==> src/rtl/dmem_pkg.sv <==
// Shared definitions for the data-memory access controller: Op encodings,
// FSM state encoding, byte-lane constants and small lane helper functions.
package dmem_pkg;

    typedef enum logic [2:0] {
        OpLw  = 3'b000,
        OpLh  = 3'b001,
        OpLb  = 3'b010,
        OpLhu = 3'b011,
        OpLbu = 3'b100,
        OpSw  = 3'b101,
        OpSh  = 3'b110,
        OpSb  = 3'b111
    } dmem_op_e;

    typedef enum logic [2:0] {
        StIdle  = 3'd0,
        StRd    = 3'd1,
        StRmwRd = 3'd2,
        StWr    = 3'd3,
        StDone  = 3'd4
    } dmem_state_e;

    localparam logic [3:0] LANE_NONE = 4'b0000;
    localparam logic [3:0] LANE_ALL  = 4'b1111;
    localparam logic [3:0] LANE_H0   = 4'b0011;
    localparam logic [3:0] LANE_H1   = 4'b1100;
    localparam logic [3:0] LANE_B0   = 4'b0001;

    function automatic logic is_load(dmem_op_e op);
        logic ld;
        case (op)
            OpSw, OpSh, OpSb: ld = 1'b0;
            default:          ld = 1'b1;
        endcase
        return ld;
    endfunction

    function automatic logic is_misaligned(dmem_op_e op, logic [1:0] off);
        logic mis;
        case (op)
            OpLw, OpSw:        mis = (off != 2'b00);
            OpLh, OpLhu, OpSh: mis = off[0];
            default:           mis = 1'b0;
        endcase
        return mis;
    endfunction

    // Byte lanes touched by a store; loads and sw cover the whole word.
    function automatic logic [3:0] lane_mask(dmem_op_e op, logic [1:0] off);
        logic [3:0] m;
        case (op)
            OpSh:    m = off[1] ? LANE_H1 : LANE_H0;
            OpSb:    m = LANE_B0 << off;
            default: m = LANE_ALL;
        endcase
        return m;
    endfunction

    // Store data copied into every lane it could occupy.
    function automatic logic [31:0] replicate(dmem_op_e op, logic [31:0] wdata);
        logic [31:0] r;
        case (op)
            OpSh:    r = {2{wdata[15:0]}};
            OpSb:    r = {4{wdata[7:0]}};
            default: r = wdata;
        endcase
        return r;
    endfunction

endpackage

==> src/rtl/dmem_lane_extract.sv <==
// Combinational lane handling: load lane select with sign/zero extension and
// store merge of a half/byte into a previously read word.
module dmem_lane_extract
    import dmem_pkg::*;
(
    input  dmem_op_e    op,
    input  logic [1:0]  off,
    input  logic [31:0] rdata,
    input  logic [31:0] wdata,
    output logic [31:0] load_data,
    output logic [31:0] merged
);

    logic [31:0] shifted;
    logic [3:0]  lanes;
    logic [31:0] byte_mask;
    logic [31:0] wrep;

    // Select and extend the addressed lane; build the read-modify-write word.
    always_comb begin
        // Halves are aligned, so shifting by the byte offset also selects by off[1].
        shifted = rdata >> {off, 3'b000};
        case (op)
            OpLh:    load_data = {{16{shifted[15]}}, shifted[15:0]};
            OpLhu:   load_data = {16'h0000, shifted[15:0]};
            OpLb:    load_data = {{24{shifted[7]}}, shifted[7:0]};
            OpLbu:   load_data = {24'h000000, shifted[7:0]};
            default: load_data = rdata;
        endcase

        lanes = lane_mask(op, off);
        for (int i = 0; i < 4; i++) begin
            byte_mask[8*i +: 8] = {8{lanes[i]}};
        end
        wrep   = replicate(op, wdata);
        merged = (rdata & ~byte_mask) | (wrep & byte_mask);
    end

endmodule

==> src/rtl/dmem_access_ctrl.sv <==
// MEM-stage data memory access controller. Sequences loads, word stores and
// sub-word stores (read-modify-write) against a request/ack memory port,
// detects misalignment and ack timeouts, and freezes the pipeline meanwhile.
// Build option: DMEM_BYTE_ENABLE_EN makes sh/sb a single byte-enabled write.
module dmem_access_ctrl
    import dmem_pkg::*;
#(
    parameter int unsigned ADDR_W      = 32,
    parameter int unsigned ACK_TIMEOUT = 255
) (
    input  logic              Clk,
    input  logic              Rst_n,
    input  logic              Req,
    input  logic [2:0]        Op,
    input  logic [ADDR_W-1:0] Addr,
    input  logic [31:0]       WriteData,
    output logic              Stall,
    output logic              Done,
    output logic [31:0]       LoadData,
    output logic              Fault,
    output logic              MemReq,
    output logic              MemWe,
    output logic [ADDR_W-1:0] MemAddr,
    output logic [31:0]       MemWData,
    output logic [3:0]        MemBe,
    input  logic              MemAck,
    input  logic [31:0]       MemRData
);

    localparam logic [7:0] CntLast = 8'(ACK_TIMEOUT - 1);

    dmem_state_e       state_q, state_d;
    dmem_op_e          op_q, op_d;
    logic [1:0]        off_q, off_d;
    logic [31:0]       wdata_q, wdata_d;
    logic [7:0]        cnt_q, cnt_d;
    logic              fault_q, fault_d;
    logic [31:0]       load_data_q, load_data_d;
    logic [ADDR_W-1:0] mem_addr_q, mem_addr_d;
    logic [31:0]       mem_wdata_q, mem_wdata_d;
    logic [3:0]        mem_be_q, mem_be_d;

    dmem_op_e    req_op;
    logic        req_misaligned;
    logic        in_access;
    logic        timeout;
    logic [31:0] ext_load;
    logic [31:0] ext_merged;

    assign req_op         = dmem_op_e'(Op);
    assign req_misaligned = is_misaligned(req_op, Addr[1:0]);
    assign in_access      = (state_q == StRd) || (state_q == StRmwRd) || (state_q == StWr);
    assign timeout        = in_access && !MemAck && (cnt_q == CntLast);

    dmem_lane_extract u_lane (
        .op        (op_q),
        .off       (off_q),
        .rdata     (MemRData),
        .wdata     (wdata_q),
        .load_data (ext_load),
        .merged    (ext_merged)
    );

    // State register.
    always_ff @(posedge Clk or negedge Rst_n) begin
        if (!Rst_n) begin
            state_q <= StIdle;
        end else begin
            state_q <= state_d;
        end
    end

    // Next-state: decode on accept, advance on ack or timeout.
    always_comb begin
        state_d = state_q;
        unique case (state_q)
            StIdle: begin
                if (Req) begin
                    if (req_misaligned) begin
                        state_d = StDone;
                    end else if (is_load(req_op)) begin
                        state_d = StRd;
                    end else if (req_op == OpSw) begin
                        state_d = StWr;
                    end else begin
`ifdef DMEM_BYTE_ENABLE_EN
                        state_d = StWr;
`else
                        state_d = StRmwRd;
`endif
                    end
                end
            end
            StRd: begin
                if (MemAck || timeout) state_d = StDone;
            end
            StRmwRd: begin
                if (MemAck) begin
                    state_d = StWr;
                end else if (timeout) begin
                    state_d = StDone;
                end
            end
            StWr: begin
                if (MemAck || timeout) state_d = StDone;
            end
            StDone:  state_d = StIdle;
            default: state_d = StIdle;
        endcase
    end

    // Outputs decoded from state; Stall is forced low while reset is held.
    always_comb begin
        MemReq = in_access;
        MemWe  = (state_q == StWr);
        Done   = (state_q == StDone);
        Fault  = (state_q == StDone) && fault_q;
        Stall  = Rst_n && Req && (state_q != StDone);
    end

    // Datapath next-state: latch the request, capture read data, count waits.
    always_comb begin
        op_d        = op_q;
        off_d       = off_q;
        wdata_d     = wdata_q;
        cnt_d       = '0;
        fault_d     = fault_q;
        load_data_d = load_data_q;
        mem_addr_d  = mem_addr_q;
        mem_wdata_d = mem_wdata_q;
        mem_be_d    = mem_be_q;

        if (in_access && !MemAck && !timeout) cnt_d = cnt_q + 8'd1;

        case (state_q)
            StIdle: begin
                if (Req) begin
                    op_d        = req_op;
                    off_d       = Addr[1:0];
                    wdata_d     = WriteData;
                    fault_d     = req_misaligned;
                    load_data_d = '0;
                    mem_addr_d  = {Addr[ADDR_W-1:2], 2'b00};
`ifdef DMEM_BYTE_ENABLE_EN
                    mem_wdata_d = replicate(req_op, WriteData);
                    mem_be_d    = lane_mask(req_op, Addr[1:0]);
`else
                    mem_wdata_d = WriteData;
                    mem_be_d    = LANE_ALL;
`endif
                end
            end
            StRd: begin
                if (MemAck) load_data_d = ext_load;
            end
            StRmwRd: begin
                if (MemAck) mem_wdata_d = ext_merged;
            end
            default: ;
        endcase

        if (timeout) begin
            fault_d     = 1'b1;
            load_data_d = '0;
        end
    end

    // Datapath registers.
    always_ff @(posedge Clk or negedge Rst_n) begin
        if (!Rst_n) begin
            op_q        <= OpLw;
            off_q       <= 2'b00;
            wdata_q     <= '0;
            cnt_q       <= '0;
            fault_q     <= 1'b0;
            load_data_q <= '0;
            mem_addr_q  <= '0;
            mem_wdata_q <= '0;
            mem_be_q    <= LANE_NONE;
        end else begin
            op_q        <= op_d;
            off_q       <= off_d;
            wdata_q     <= wdata_d;
            cnt_q       <= cnt_d;
            fault_q     <= fault_d;
            load_data_q <= load_data_d;
            mem_addr_q  <= mem_addr_d;
            mem_wdata_q <= mem_wdata_d;
            mem_be_q    <= mem_be_d;
        end
    end

    assign LoadData = load_data_q;
    assign MemAddr  = mem_addr_q;
    assign MemWData = mem_wdata_q;
    assign MemBe    = mem_be_q;

endmodule
==> config.mk <==
export PLATFORM = sky130hd
export DESIGN_NAME = dmem_access_ctrl
export DESIGN_NICKNAME = d
export VERILOG_FILES = /design/src/rtl/dmem_pkg.sv /design/src/rtl/dmem_lane_extract.sv /design/src/rtl/dmem_access_ctrl.sv
export SDC_FILE = /design/constraint.sdc
export NUM_CORES = 1
export LEC_CHECK = 0
export ABC_AREA = 1
export CORE_UTILIZATION = 40
export DETAILED_ROUTE_END_ITERATION = 12
export PLACE_DENSITY = 0.71
export SYNTH_ARGS = -nofsm -noshare
export SYNTH_HDL_FRONTEND = slang
export SYNTH_SLANG_ARGS = --single-unit
==> constraint.sdc <==
create_clock -name Clk -period 1.6 [get_ports Clk]
set_clock_uncertainty 0.1 [all_clocks]
set_input_delay 0.24 -clock Clk [delete_from_list [all_inputs] [get_ports Clk]]
set_output_delay 0.24 -clock Clk [all_outputs]
set_load 0.05 [all_outputs]
Yosys cells after proc, flatten, opt, wreduce, memory -nomap -nowiden
Cells that the tools add are included.
W data, S select, Z words.
- bitwise logic cells: 4
- multiplexer cells: 28
- shift operators: 2
- eq/ne operators: 23
- reduce and logical (&&, ||, !) cells: 27
- add/sub/neg operators: 1
- operators with widths (cell ; count):
    $pmux W32 S2 ; 3
    $mux W32 ; 5
    $pmux W32 S4 ; 1
    $and A32 B32 Y32 ; 2
    $not A32 Y32 ; 1
    $or A32 B32 Y32 ; 1
    $shr A32 B5 Y16 ; 1
    $eq A3 B3 Y1 const B ; 7
    $eq A3 B2 Y1 const B ; 5
    $mux W3 ; 5
    $ne A3 B3 Y1 const B ; 4
    $eq A3 B1 Y1 const B ; 3
    $pmux W3 S3 ; 1
    $reduce_and A3 Y1 ; 3
    $add A8 B1 Y8 const B ; 1
    $eq A8 B8 Y1 const B ; 1
    $mux W1 ; 8
    $mux W8 ; 1
    $pmux W4 S2 ; 1
    $reduce_bool A2 Y1 ; 4
    $logic_and A1 B1 Y1 ; 6
    $logic_not A3 Y1 ; 2
    $reduce_or A3 Y1 ; 2
    $mux W4 ; 1
    10 further kinds ; 16
- register bits after elaboration: 144
- logic and storage cells: 95
- input port bits: 103

Longest topological paths before layout
- word-level depth: 10
- depth in mapped cells: 11
- mapped depth without buffers: 10

By module
Synthesis repeated with hierarchy kept, for this count alone.
- cells, all modules: 1077
- area, all modules: 7842.5 um2
- modules (own cells, without submodules) (module ; area each (um2) ; cells each ; instances):
    dmem_access_ctrl ; 6232.2 ; 711 ; 1
    dmem_lane_extract ; 1610.3 ; 366 ; 1

Worst setup path after synthesis
No wires, ideal clock.
- path kind: reg-to-output
- start point: register state_q[0]
- end point: output port Stall
- required time: 1260 ps
- arrival: 1745 ps
- slack: -485 ps
- buffers on the path: 0
- stages on the path, launching flop included: 5
- path through: dfrtp_1 -> nor2_2 -> inv_2 -> nor2_1 -> nor2_1
- word-level cells in the longest chain between the ends: 2
- ends and longest elaborated chain (item ; line ; RTL):
    from (decl) ; dmem_access_ctrl.sv:32 ; dmem_state_e state_q, state_d;
    from (signal assigned) ; dmem_access_ctrl.sv:67 ; state_q <= StIdle;
    from (signal assigned) ; dmem_access_ctrl.sv:69 ; state_q <= state_d;
    $ne A3 B3 Y1 ; dmem_access_ctrl.sv:118 ; Stall = Rst_n && Req && (state_q != StDone);
    $logic_and A1 B1 Y1 ; dmem_access_ctrl.sv:118 ;
    to (decl) ; dmem_access_ctrl.sv:17 ; output logic Stall,
No other way between the ends.

Worst setup path in the final report
- start point: register state_q[1]
- end point: register mem_wdata_q[21] (netlist: MemWData[21])
- word-level cells in the longest chain between the ends: 3
- elaborated cells between the ends (all ways): 7
- those cells by class: eq/ne (3); mux (1); reduce/logical (3)
- ends and longest elaborated chain (item ; line ; RTL):
    $eq A3 B2 Y1 / $logic_not A3 Y1 (equally long branches) ; dmem_access_ctrl.sv:135 ; case (state_q)
    $ne A2 B2 Y1 (no source line) / $reduce_bool A2 Y1 (equally long branches) ; n/a ;
    $reduce_and A3 Y1 (no source line) ; n/a ;
    to (signal assigned) ; dmem_access_ctrl.sv:188 ; mem_wdata_q <= mem_wdata_d;
    to (decl) ; dmem_access_ctrl.sv:40 ; logic [31:0] mem_wdata_q, mem_wdata_d;
Parallel ways exist; a longest one is shown, timed or not.
A chain may end at the register's enable or synchronous reset.

==> flow_summary.toml <==
[route]
viasPerCell = 5.63
drc = 0
routed_wl_mm = 32.2
drt_iter0_markers = 1052
ant_nets = 0
wl_per_cell_um = 20.4
firstDrtPassIters = 7
num_vias = 8886

[setup_path]
max_stage_delay_ps = 410
path_buf_inv = 4
worst_setup_path_end_kind = "register"
r2r_cells = 10
rrSetupSlack_ps = -370
r2r-start = "state_q[1]"
crit_required_ps = 1840
path_common_cell = "nand2_2"
cp.arrival_ps = 2210
crit_chain = "buf_4 -> nand2_2 -> nor2_4 -> nand2_2 -> nand2_8 -> buf_8 -> buf_12 -> buf_16 -> nor2_2 -> a21oi_2"
r2r-end = "MemWData[21]"
cp_max_fo = 5
critPathLaunchType = "register"
critPathKind = "reg -> reg"
crit_slowest_cell = "dfrtp_1"
path_delay_family = "simple AND/OR/NAND/NOR gates"

[logic_synthesis]
synth_top_family_by_area = "simple AND/OR/NAND/NOR gates"
synthFlopType = "dfrtp_1"
yosys_register_bits = 144
synth-compound-area-share_pct = 10.7
synthCells = 997
yosysWarnings = 0
yosys.area_share.simple_pct = 26.8
syn_area_um2 = 7710
yosys-mux-area-fraction_pct = 4.38
synth-edff-count = 0
async_reset_ff_share_pct = 100
synth_xor_area_share_pct = 0.114
synth_fa_ha_area_share_pct = 0.325
yosysSeqAreaShare_pct = 46.7
synth_cell_types = 36
synth_area_per_cell_um2 = 7.73

[timing]
worst_pin_slew_ps = 829
fin_tns_setup_ps = -18860
rsz0062_at_grt = "true"
maxSlewHeadroom_pct = 44.7
min_period_over_period_pct = 123
max_freq_mhz = 507
timing.hold.ws_ps = 274
finalWorstSetupSlack_ps = -371
hold_violations = 0
finalSetupViolCount = 136
drv_slew = 0
period_minus_slack_ps = 1970

[cells_and_area]
final_common_cell = "nand2_1"
layout.cells.non_filler = 1577
final_cell_mix = "nand2_1 (171), dfrtp_1 (141), inv_1 (129)"
syn_to_final_growth_pct = 80.1
fin_nets = 1409
seq_area_um2 = 3610
finalCoreUtilization_pct = 73.8
drive_gt1_share_pct = 39.7
diodes = 0
fillers = 1188
multi_input_area_um2 = 4240

[pwr]
switching_share_pct = 47.4
powerDensity_nw_per_um2 = 2480
p_int_mw = 18.1
p_leak_nw = 6.58
p_sw_mw = 16.3
power_frac_clock_pct = 12.0
p_seq_share_pct = 20.9
ir_drop_uv = 1270
p_comb_share_pct = 67.1

[clocking]
htree_levels = 4
clockBufferDepth = 2
cts_tree = "yes"
clk_latency_ps = 440
clockRootBuffer = "clkbuf_16"
path_clk_slew_ps = 70
clock-sinks = 144
cts_buffers = 17

[worst_hold_path]
hold_path.class = "in -> reg"
min_from = "WriteData[20]"
whs_endpoint = "wdata_q[20]"
hold_path_depth = 3

[floorplan]
start_util_pct = 41.0
die_height_um = 141
die_width_um = 141
ios = 208
num_rows = 50
core-area_um2 = 18800
die-area_um2 = 19800

[grt]
grt_pass1_vias = 8710
grt_pass1_wl_mm = 46.5
grt_max_degree = 145
grt-ovfl-total = 0
track_usage_pct = 30.9
antenna_found_initial = 0

[place]
pre_cts_ws_ps = -742
place_inst = 1482
port_buffers = 205
hpwlAfterDp_mm = 17.4
place.gp.congestion = 0.936

[outcome]
failed_checks = "setup timing"
status = "complete, but fails checks"

[flow_run]
drv_cap = 0
[synth_stat cells (2+ instances only)]
cell | n | share of area, %
nand2_2 | 8 | 0.65
o21a_1 | 2 | 0.19
buf_4 | 9 | 0.88
o21ai_0 | 90 | 5.8
o211ai_1 | 4 | 0.39
ha_1 | 2 | 0.32
mux2_2 | 26 | 3.8
nand3_4 | 2 | 0.45
nand3b_1 | 8 | 0.78
o22ai_1 | 6 | 0.49
nor3_1 | 2 | 0.13
a21oi_1 | 48 | 3.1
dfrtp_1 | 144 | 47
nand2_1 | 229 | 11
inv_1 | 138 | 6.7
o21ai_1 | 7 | 0.45
nand2_4 | 4 | 0.58
buf_2 | 32 | 2.1
clkbuf_1 | 7 | 0.34
buf_6 | 2 | 0.29
nand3_1 | 99 | 6.4
inv_2 | 7 | 0.34
nor2_1 | 83 | 4.0
nor2_4 | 5 | 0.73
nand4_1 | 17 | 1.4
mux2_1 | 4 | 0.58
nor2_2 | 2 | 0.16
nor3b_1 | 2 | 0.19
[tightest hold or removal path, stage by stage]
cell and delay (ps):
clkdlybuf4s50_1 400, inv_1 70, o21ai_1 70
[worst max-delay path by stage]
| stage | startpoint | end | slack, ps | cells past startpoint |
|---|---|---|---|---|
| finish | state_q[1] | MemWData[21] | -370 | 10 |
| global placement | MemAck | LoadData[26] | -640 | 7 |
| global route | state_q[1] | MemWData[21] | -380 | 10 |
| detailed placement | MemAck | LoadData[12] | -740 | 7 |
| floorplan | state_q[2] | MemWe | -30 | 3 |
| CTS | state_q[0] | Stall | -260 | 6 |
[registers in the layout, summed over array words and instances, names as in the netlist, 2 cells and up]
name	count
op_q	3
MemAddr	30
off_q	2
MemWData	32
LoadData	32
wdata_q	32
state_q	3
cnt_q	8
[kinds of logic (layout without fill, tap and decap cells)]
family	Yosys count	in the layout
AND/OR/NAND/NOR	463	465
buffers and inverters	197	514
AO/OA/AOI/OAI	159	159
flip-flops	144	144
multiplexers	30	30
adder cells (fa/ha/maj)	2	2
other	1	2
XOR/XNOR	1	1
[power groups by stage]
stage          registers (mW)  logic (mW)  clock network, mW
6_report                 7.19        23.1               4.13
5_1_grt                  7.34        24.0               4.29
4_1_cts                  6.93        20.8               4.10
3_5_place_dp             6.88        16.5                  0
3_3_place_gp             6.83        16.2                  0
2_1_floorplan            10.2        5.87                  0
[per-layer routing]
metal,GRT usage (%),vias to the layer above,part of all wire (%)
li1,-,3828,-
met1,35.8,4198,36
met2,50.7,649,47
met3,8.49,211,10
met4,19.6,0,7.0
met5,0,-,0
[repair_timing]
item | CTS | global route
setup endpoints to repair | 134 | 133
gates resized for setup | 218 | 174
endpoints found under the hold margin | 144 | 0
buffers inserted | 28 | 16
pin swaps | 33 | 34
cloned | 27 | 4
hold buffers | 1 | 0
[stage by stage]
stage	cell area, um2	total power, mW
after floorplan	7720	16.1
after global placement	11100	23.1
after detailed placement	11100	23.4
after CTS	13200	31.9
after global routing	13900	35.6
final	13900	34.4
[area by class of cell]
type | count | share of cell area (%)
repair buffers | 337 | 32.7
clock buffers | 21 | 3.39
flip-flops and latches | 144 | 26.0
multi-input cells | 659 | 30.5
inverters | 145 | 4.13
well taps | 260 | 2.34
clock inverters | 11 | 0.919
Note: power is estimated with default switching activity, not from simulation.
